**src/rtl/keypad_scanner.sv**
```systemverilog
// 4x4 active-low matrix keypad scanner with debounce, one key code per press.
// Optional auto-repeat while a key is held: define KEYPAD_REPEAT_EN.
module keypad_scanner #(
   parameter int SCAN_DIV     = 1000,
   parameter int DEBOUNCE_CNT = 8,
   parameter int REPEAT_DELAY = 250,
   parameter int REPEAT_RATE  = 50
) (
   input  logic       clk,
   input  logic       rst,
   input  logic [3:0] row_in,
   output logic [3:0] col_out,
   output logic [3:0] key_code,
   output logic       key_valid,
   output logic       key_held
);

   localparam int DIV_W = $clog2(SCAN_DIV);
   localparam int CNT_W = $clog2(DEBOUNCE_CNT + 1);

   typedef enum logic [1:0] {
      SCAN,
      DEBOUNCE,
      HELD
   } state_t;

   state_t             state_q, state_d;
   logic [3:0]         row_meta_q, rs_q;
   logic [DIV_W-1:0]   div_q, div_d;
   logic [3:0]         col_q, col_d, col_rot;
   logic [3:0]         cand_q, cand_d;
   logic [CNT_W-1:0]   deb_q, deb_d;
   logic [CNT_W-1:0]   rel_q, rel_d;
   logic               pend_q, pend_d;
   logic [3:0]         key_code_q;
   logic               key_valid_q;
   logic               key_held_q;
   logic               tick, any_low, accept, release_key;
   logic [1:0]         row_idx, col_idx;
   logic [3:0]         code;

   assign tick    = (div_q == DIV_W'(SCAN_DIV - 1));
   assign div_d   = tick ? '0 : div_q + DIV_W'(1);
   assign any_low = (rs_q != 4'hF);
   assign col_rot = {col_q[2:0], col_q[3]};
   assign code    = {row_idx, col_idx};

   // Lowest pressed row wins when several rows are low.
   always_comb begin
      casez (rs_q)
         4'b???0: row_idx = 2'd0;
         4'b??01: row_idx = 2'd1;
         4'b?011: row_idx = 2'd2;
         default: row_idx = 2'd3;
      endcase
   end

   always_comb begin
      case (col_q)
         4'b1101: col_idx = 2'd1;
         4'b1011: col_idx = 2'd2;
         4'b0111: col_idx = 2'd3;
         default: col_idx = 2'd0;
      endcase
   end

   always_comb begin
      // NOTE: every output gets a default first so no path leaves a latch behind.
      state_d     = state_q;
      col_d       = col_q;
      cand_d      = cand_q;
      deb_d       = deb_q;
      rel_d       = rel_q;
      accept      = 1'b0;
      release_key = 1'b0;
      case (state_q)
         SCAN: begin
            if (tick) begin
               if (!any_low) begin
                  col_d = col_rot;
               end else begin
                  cand_d = code;
                  deb_d  = CNT_W'(1);
                  if (DEBOUNCE_CNT == 1) begin
                     accept  = 1'b1;
                     rel_d   = '0;
                     state_d = HELD;
                  end else begin
                     state_d = DEBOUNCE;
                  end
               end
            end
         end
         DEBOUNCE: begin
            if (tick) begin
               if (any_low && (code == cand_q)) begin
                  if (deb_q == CNT_W'(DEBOUNCE_CNT - 1)) begin
                     accept  = 1'b1;
                     rel_d   = '0;
                     state_d = HELD;
                  end else begin
                     deb_d = deb_q + CNT_W'(1);
                  end
               end else begin
                  col_d   = col_rot;
                  state_d = SCAN;
               end
            end
         end
         HELD: begin
            if (tick) begin
               if (any_low) begin
                  rel_d = '0;
               end else if (rel_q == CNT_W'(DEBOUNCE_CNT - 1)) begin
                  rel_d       = '0;
                  release_key = 1'b1;
                  col_d       = col_rot;
                  state_d     = SCAN;
               end else begin
                  rel_d = rel_q + CNT_W'(1);
               end
            end
         end
         default: state_d = SCAN;
      endcase
   end

`ifdef KEYPAD_REPEAT_EN
   localparam int REP_MAX = (REPEAT_DELAY > REPEAT_RATE) ? REPEAT_DELAY : REPEAT_RATE;
   localparam int REP_W   = $clog2(REP_MAX + 1);

   logic [REP_W-1:0] rep_q, rep_d;
   logic             armed_q, armed_d;
   logic             rep_fire;

   // First repeat waits REPEAT_DELAY ticks, later ones REPEAT_RATE ticks.
   always_comb begin
      rep_d    = rep_q;
      armed_d  = armed_q;
      rep_fire = 1'b0;
      if (state_q != HELD) begin
         rep_d   = '0;
         armed_d = 1'b0;
      end else if (tick) begin
         if (!any_low) begin
            rep_d = '0;
         end else if (rep_q == (armed_q ? REP_W'(REPEAT_RATE - 1) : REP_W'(REPEAT_DELAY - 1))) begin
            rep_fire = 1'b1;
            rep_d    = '0;
            armed_d  = 1'b1;
         end else begin
            rep_d = rep_q + REP_W'(1);
         end
      end
   end

   always_ff @(posedge clk) begin
      if (rst) begin
         rep_q   <= '0;
         armed_q <= 1'b0;
      end else begin
         rep_q   <= rep_d;
         armed_q <= armed_d;
      end
   end

   assign pend_d = accept | rep_fire;
`else
   assign pend_d = accept;
`endif

   // Accept decisions are registered once more so key_valid lands one cycle after the tick.
   always_ff @(posedge clk) begin
      if (rst) begin
         row_meta_q  <= 4'hF;
         rs_q        <= 4'hF;
         div_q       <= '0;
         state_q     <= SCAN;
         col_q       <= 4'b1110;
         cand_q      <= '0;
         deb_q       <= '0;
         rel_q       <= '0;
         pend_q      <= 1'b0;
         key_code_q  <= '0;
         key_valid_q <= 1'b0;
         key_held_q  <= 1'b0;
      end else begin
         row_meta_q  <= row_in;
         rs_q        <= row_meta_q;
         div_q       <= div_d;
         state_q     <= state_d;
         col_q       <= col_d;
         cand_q      <= cand_d;
         deb_q       <= deb_d;
         rel_q       <= rel_d;
         pend_q      <= pend_d;
         key_valid_q <= pend_q;
         if (pend_q) begin
            key_code_q <= cand_q;
            key_held_q <= 1'b1;
         end else if (release_key) begin
            key_held_q <= 1'b0;
         end
      end
   end

   assign col_out   = col_q;
   assign key_code  = key_code_q;
   assign key_valid = key_valid_q;
   assign key_held  = key_held_q;

endmodule

```
**config.mk**
```make
export PLATFORM = sky130hd
export DESIGN_NAME = keypad_scanner
export DESIGN_NICKNAME = d
export VERILOG_FILES = /design/src/rtl/keypad_scanner.sv
export SDC_FILE = /design/constraint.sdc
export NUM_CORES = 1
export LEC_CHECK = 0
export CAP_MARGIN = 20
export CELL_PAD_IN_SITES_DETAIL_PLACEMENT = 1
export CELL_PAD_IN_SITES_GLOBAL_PLACEMENT = 2
export CORE_MARGIN = 2
export CORE_UTILIZATION = 32
export DETAILED_ROUTE_END_ITERATION = 7
export PLACE_DENSITY = 0.72
export REMOVE_ABC_BUFFERS = 1
export SETUP_SLACK_MARGIN = 0.1
export SLEW_MARGIN = 30
export SYNTH_ARGS = -nofsm -noshare
export SYNTH_HDL_FRONTEND = slang
export SYNTH_SLANG_ARGS = --single-unit
```
**constraint.sdc**
```tcl
create_clock -name clk -period 1.79 [get_ports clk]
set_input_delay 0.4475 -clock clk [delete_from_list [all_inputs] [get_ports clk]]
set_output_delay 0.4475 -clock clk [all_outputs]
set_load 0.01 [all_outputs]
```
* Yosys cells after proc, flatten, opt, wreduce, memory -nomap -nowiden *
Index checks and enable logic that the tools add are counted.
W data, S select, Z words.

operators by class
  add/sub/neg operators = 3
  equal/unequal tests = 24
  multiplexer cells = 39
  bitwise operators = 4
  reduce and logical (&&, ||, !) cells = 13

operators by type and width
  operator                 count
  $mux W4                  18
  $ne A2 B2 Y1 const B     11
  $pmux W2 S3              3
  $mux W2                  8
  $pmux W4 S2              2
  $eq A4 B3 Y1 const B     3
  $pmux W4 S3              1
  $add A10 B1 Y10 const B  1
  $eq A10 B10 Y1 const B   1
  $add A4 B1 Y4 const B    2
  $eq A4 B4 Y1 const B     2
  $reduce_and A8 Y1        1
  $mux W1                  7
  $reduce_and A7 Y1        1
  $reduce_and A6 Y1        1
  $reduce_bool A2 Y1       3
  $reduce_and A5 Y1        1
  $eq A2 B1 Y1 const B     2
  $eq A4 B4 Y1             1
  $ne A4 B4 Y1 const B     1
  $not A1 Y1               4
  $reduce_or A4 Y1         1
  $eq A3 B2 Y1 const B     1
  $ne A3 B3 Y1 const B     1
  6 further kinds          6

word-level totals
  register bits after elaboration = 43
  input bits = 6
  output and inout bits = 10
  logic and storage cells = 95

* Logic depth before layout (Yosys ltp) *
Gate-level depths: netlist of run 1.

  word-level depth = 7
  depth in mapped cells = 7
  gate-level depth less buffers = 7

* Least setup slack after synthesis of run 1 *
OpenSTA, ideal clock, no wires.

  path kind = register to register
  start point = register col_q[3] (netlist: col_out[3])
  end point = register rel_q[0]
  library setup time = 123 ps
  arrival time = 1736 ps
  required time = 1667 ps
  setup slack = -69 ps
  cell stages (with the launch flop) = 8
  buffers on the path = 1
  clock period less this slack = 1859 ps
  cell sequence = dfxtp_1 > buf_2 > and3b_1 > o2111ai_1 > nand3_2 > a21oi_4 > nor2_2 > mux2_1

between the ends
  word-level cells in the longest chain between the ends = 6
  elaborated cells on any way between the ends = 8
  classes of those cells = 5 x eq/ne; 1 x mux; 2 x reduce/logical

RTL lines
  element                                              RTL line  RTL
  start: declaration                                   30        logic [3:0] col_q, col_d, col_rot;
  start signal: assignment                             192       col_q <= col_d;
  $eq A4 B3 Y1 / $eq A4 B4 Y1 (equally long branches)  59        case (col_q)
  $pmux W2 S3 (*)                                      59
  $eq A4 B4 Y1 (*)                                     96        if (any_low && (code == cand_q)) begin
  $logic_and A1 B1 Y1 (*)                              96
  $ne A2 B2 Y1 (no source line) (*)                    n/a
  $reduce_and A5 Y1 (no source line) (*)               n/a
  end signal: assignment                               195       rel_q <= rel_d;
  end: declaration                                     33        logic [CNT_W-1:0] rel_q, rel_d;

Every way passes the cells marked *; elsewhere a longest branch is shown, timed or not.
A chain may end at the register's enable or synchronous reset.

* Final worst setup path of run 1 *
  start point = register deb_q[0]
  end point = register deb_q[3]

between the ends
  word-level cells in the longest chain between the ends = 5
  elaborated cells on any way between the ends = 8
  classes of those cells = 1 x add/sub; 2 x eq/ne; 4 x mux; 1 x reduce/logical

RTL lines
  element                   RTL line  RTL
  start: declaration        32        logic [CNT_W-1:0] deb_q, deb_d;
  start signal: assignment  181       deb_q <= '0;
  start signal: assignment  194       deb_q <= deb_d;
  $add A4 B1 Y4             102       deb_d = deb_q + CNT_W'(1);
  $mux W4                   97        if (deb_q == CNT_W'(DEBOUNCE_CNT - 1)) begin
  $mux W4                   96
  $mux W4                   95        if (tick) begin
  $pmux W4 S2               76        case (state_q)

Parallel ways exist; a longest one is shown, timed or not. The select of a mux whose other input is x is not followed.

==> results of run 1 <==
==> synthesized netlist by cell type (3+ instances only) <==
| master | n | area [sq um] |
|---|---|---|
| or2_2 | 8 | 50.05 |
| nand3b_1 | 4 | 30.03 |
| buf_2 | 4 | 20.02 |
| nand3_1 | 10 | 50.05 |
| mux2i_1 | 6 | 60.06 |
| nor2b_1 | 5 | 31.28 |
| clkbuf_1 | 7 | 26.28 |
| nor2_1 | 27 | 101.4 |
| xnor2_1 | 4 | 35.03 |
| a21oi_1 | 12 | 60.06 |
| ha_1 | 3 | 37.54 |
| dfxtp_1 | 43 | 860.8 |
| o21ai_0 | 7 | 35.03 |
| xor2_1 | 6 | 52.55 |
| nand2_1 | 14 | 52.55 |
| nand4_1 | 6 | 37.54 |
| nand2b_1 | 6 | 37.54 |
| nor3_1 | 8 | 40.04 |
| inv_1 | 4 | 15.01 |
==> critical path, stage by stage (launching register included) <==
cell	delay, ns
dfxtp_4	0.36
ha_4	0.17
nand3b_1	0.14
nand2_2	0.08
a211oi_4	0.29
nand4_1	0.18
or3_1	0.33
a21boi_1	0.15
==> worst max-delay path by stage <==
| stage | start | to | slack (ns) | cells after the start |
|---|---|---|---|---|
| global placement | col_out[2]$_SDFFE_PP1P_ | rel_q[0]$_SDFFE_PP0P_ | -0.04 | 6 |
| detailed placement | div_q[4]$_SDFF_PP0_ | deb_q[3]$_SDFFE_PP0P_ | -0.09 | 6 |
| CTS | deb_q[1]$_SDFFE_PP0P_ | deb_q[3]$_SDFFE_PP0P_ | 0.01 | 7 |
| floorplan | col_out[1]$_SDFFE_PP1P_ | rel_q[0]$_SDFFE_PP0P_ | -0.06 | 6 |
| global route | rel_q[1]$_SDFFE_PP0P_ | state_q[1]$_SDFFE_PP0P_ | -0.1 | 7 |
| finish | deb_q[0]$_SDFFE_PP0P_ | deb_q[3]$_SDFFE_PP0P_ | 0.01 | 7 |
==> metal layers <==
| metal | part of all wire, % | up-vias | routed length (um) |
|---|---|---|---|
| li1 | - | 923 | - |
| met1 | 46 | 888 | 2614 |
| met2 | 51 | 19 | 2924 |
| met3 | 2.2 | 6 | 125 |
| met4 | 1.2 | 0 | 68 |
| met5 | 0 | - | 0 |
==> placed cells by master (no fill, tap or decap), types with 2 or more instances in the layout <==
| cell type | instances |
|---|---|
| dfxtp_4 | 5 |
| xor2_1 | 6 |
| nor3_2 | 3 |
| nand2_1 | 10 |
| nor2b_1 | 5 |
| dlygate4sd2_1 | 4 |
| dfxtp_1 | 27 |
| or2_2 | 8 |
| nand4_1 | 6 |
| nand3_2 | 3 |
| buf_6 | 8 |
| nand3_1 | 8 |
| o211ai_1 | 2 |
| ha_4 | 2 |
| nand2_2 | 4 |
| nand3b_1 | 4 |
| mux2i_1 | 6 |
| buf_4 | 47 |
| clkdlybuf4s50_1 | 10 |
| o21ai_0 | 2 |
| nand2b_1 | 5 |
| o21ai_1 | 3 |
| a21oi_1 | 11 |
| xnor2_1 | 4 |
| dfxtp_2 | 11 |
| nor3_1 | 4 |
| clkbuf_8 | 5 |
| inv_1 | 4 |
| nor2_1 | 26 |
==> repair_timing <==
item,4_1_cts,5_1_grt
setup endpoints to repair,18,27
gates resized for setup,37,48
pin swaps,15,13
buffers inserted,14,4
==> power groups by stage <==
stage	registers, uW	clock network (uW)	logic [uW]
after global routing	975	824	117
after floorplan	1000	0	35.3
after detailed placement	1000	0	90.0
after CTS	976	791	99.7
final	973	760	105
after global placement	999	0	87.7
==> registers in the layout, indices dropped and copies added, names as in the netlist, 2 cells and up <==
signal and flops:
cand_q 4, col_out 4, deb_q 4, div_q 10, key_code 4, rel_q 4
row_meta_q 4, rs_q 4, state_q 2
==> metrics by stage <==
step | setup TNS [ns] | utilization, % | power [uW]
6_report | 0 | 50.08 | 1838
5_1_grt | -0.3465 | 50.08 | 1916
4_1_cts | 0 | 46.85 | 1867
3_5_place_dp | -0.2240 | 41.62 | 1090
3_3_place_gp | -0.06527 | 41.62 | 1087
2_1_floorplan | -0.05641 | - | 1035
==> logic make-up (layout without fill, tap and decap cells) <==
kind of cell / Yosys count / in the layout / share of synthesized area, %
fa+ha+maj: 3 / 3 / 1.874
compound gates: 35 / 35 / 12.74
buf+inv: 15 / 81 / 3.061
xor+xnor: 10 / 10 / 4.372
flops: 43 / 43 / 42.97
mux: 7 / 7 / 3.560
simple gates: 111 / 111 / 31.42
==> final cells by class <==
type / count / area [sq um] / area share [%]
clock buffer: 5 / 68.82 / 2.294
tap: 75 / 93.84 / 3.128
multi-input combinational: 166 / 1301 / 43.37
clock inverter: 2 / 37.54 / 1.251
inverter: 4 / 15.01 / 0.5004
sequential: 43 / 893.4 / 29.77
timing repair buffer: 70 / 590.6 / 19.68
==> results by group, run 1 <==
Status
  • Outcome: completed

Global route
  • GRT Util Overall: about 17%
  • Largest net degree at the start of global routing: 15
  • Vias in the first global route: 1907
  • Initial antenna violation count: 0
  • Grt peak-use layer: met2
  • GRT met1 Usage: 21.18%
  • First-pass GRT wire length: 9349 um
  • Met3 GRT Util: under 10%
  • M2 GR Usage: 28.23%
  • Total gr overflow: 0

Setup path
  • R2r worst-path depth: 7
  • WS Path Type: reg -> reg
  • Worst EP arrival: 2.02 ns
  • Reg2reg start: deb_q[0]$_SDFFE_PP0P_
  • Crit. End Element: flop
  • Setup slack, reg-to-reg: ~0.0095 ns
  • Startpoint types: flop
  • Data required, critical path: between 2 and 2.5 ns
  • R2r endpoint: deb_q[3]$_SDFFE_PP0P_
  • Critical Path Fanout Max: 3

Logic synthesis
  • Flops & latches, synth: between 40 and 50
  • Ys async rst share: 0%
  • Mapped Cells: about 220
  • Distinct cells, synth: between 50 and 60
  • Post-synthesis cell area: between 0.002 and 0.0025 sq mm
  • Register area share after synthesis: 42.97%
  • Most used DFF post-synth: dfxtp_1
  • Synthesis warning total: 0
  • Avg Inst Size Synth: between 8 and 9 sq um
  • Post-synth EDFFs: 0

Placement
  • Dpl hpwl: approximately 3700 um
  • Area after DPL: around 0.0025 sq mm
  • Placed instance count: 342
  • Pre-CTS setup slack: -0.08731 ns
  • Gp weighted congestion: 0.7558
  • PortBufs: 15

Timing
  • Setup ws final: 0.009527 ns
  • Fin. max-slew vios: 0
  • Slew headroom: between 70% and 80%
  • Clock Skews: ~0.010 ns
  • Fin crit period: around 1.8 ns
  • Actual slew at the worst max-slew pin: about 0.42 ns
  • Final hold viol count: 0
  • F_max: around 0.56 GHz
  • RSZ-0062 raised after global routing: yes
  • Endpoints failing setup: 0
  • Final Cycle Share: 99.47%
  • Hold_ws: ~0.42 ns

Floorplan
  • Full die area: 0.006909 sq mm
  • Die Wd: slightly above 80 um
  • Die height: roughly 83 um
  • # IOs: 16
  • Initial Utilization: around 33%
  • Row count: 28
  • Core area: between 0.005 and 0.006 sq mm

Layout
  • Final instance area: 0.003000 sq mm
  • Layout Nets: 299
  • Share of layout cells above drive strength 1: 44.48%
  • ANT cells: 0
  • Layout area overhead: 49.78%
  • Fill cell count: just under 700
  • Final Non-Filler Cells: around 370

Route
  • Antenna Nets Post-Route: 0
  • Final WL: roughly 5700 um
  • Wire per inst: around 16 um
  • DRT Pass-1 Iters: 4
  • Vias/cell: a little over 5
  • DRC: 0
  • Via Count: about 1.8k
  • Iter 0 DRT Violations: between 60 and 70

Worst hold path
  • HP Class: reg -> reg
  • Worst hold endpoint: rs_q[1]$_SDFF_PP1_
  • Hold Path Stages: 1
  • Worst hold path startpoint: row_meta_q[1]$_SDFF_PP1_

Power and ir drop
  • Pint: 1423 uW
  • Leak: 0.001110 uW
  • Clock share of power: between 40% and 50%
  • Sequential Power Share: a little over half
  • Sw power: roughly 410 uW
  • PD cells: a little over 600 mW/mm^2
  • VDD IR max: roughly 0.31 mV
  • Switching Share: a little under a quarter
  • Combinational share of power: 5.7%

Clock tree
  • CTS Buf Count: 5
  • Clock buffer depth: 2
  • CTS tree: built
  • Clk sinks: 43
  • Worst-path clk slew: approximately 0.090 ns
  • Worst skew pair latency: ~0.3 ns
  • CTS Hold Bufs: 0
  • H-tree depth: 2
  • Root Buffer: clkbuf_8

Run
  • Maxcap violations: 0
Power figures use the tool's default switching activity.
==> inputs of run 2 (changes only) <==
--- a/config.mk
+++ b/config.mk
@@ -5,7 +5,6 @@
 export SDC_FILE = /design/constraint.sdc
 export NUM_CORES = 1
 export LEC_CHECK = 0
-export CAP_MARGIN = 20
 export CELL_PAD_IN_SITES_DETAIL_PLACEMENT = 1
 export CELL_PAD_IN_SITES_GLOBAL_PLACEMENT = 2
 export CORE_MARGIN = 2
@@ -14,7 +13,7 @@
 export PLACE_DENSITY = 0.72
 export REMOVE_ABC_BUFFERS = 1
 export SETUP_SLACK_MARGIN = 0.1
-export SLEW_MARGIN = 30
+export SLEW_MARGIN = 20
 export SYNTH_ARGS = -nofsm -noshare
 export SYNTH_HDL_FRONTEND = slang
 export SYNTH_SLANG_ARGS = --single-unit
==> results of run 2 <==
Same layout as run 1: the final DEF is identical, and so are final timing and power.
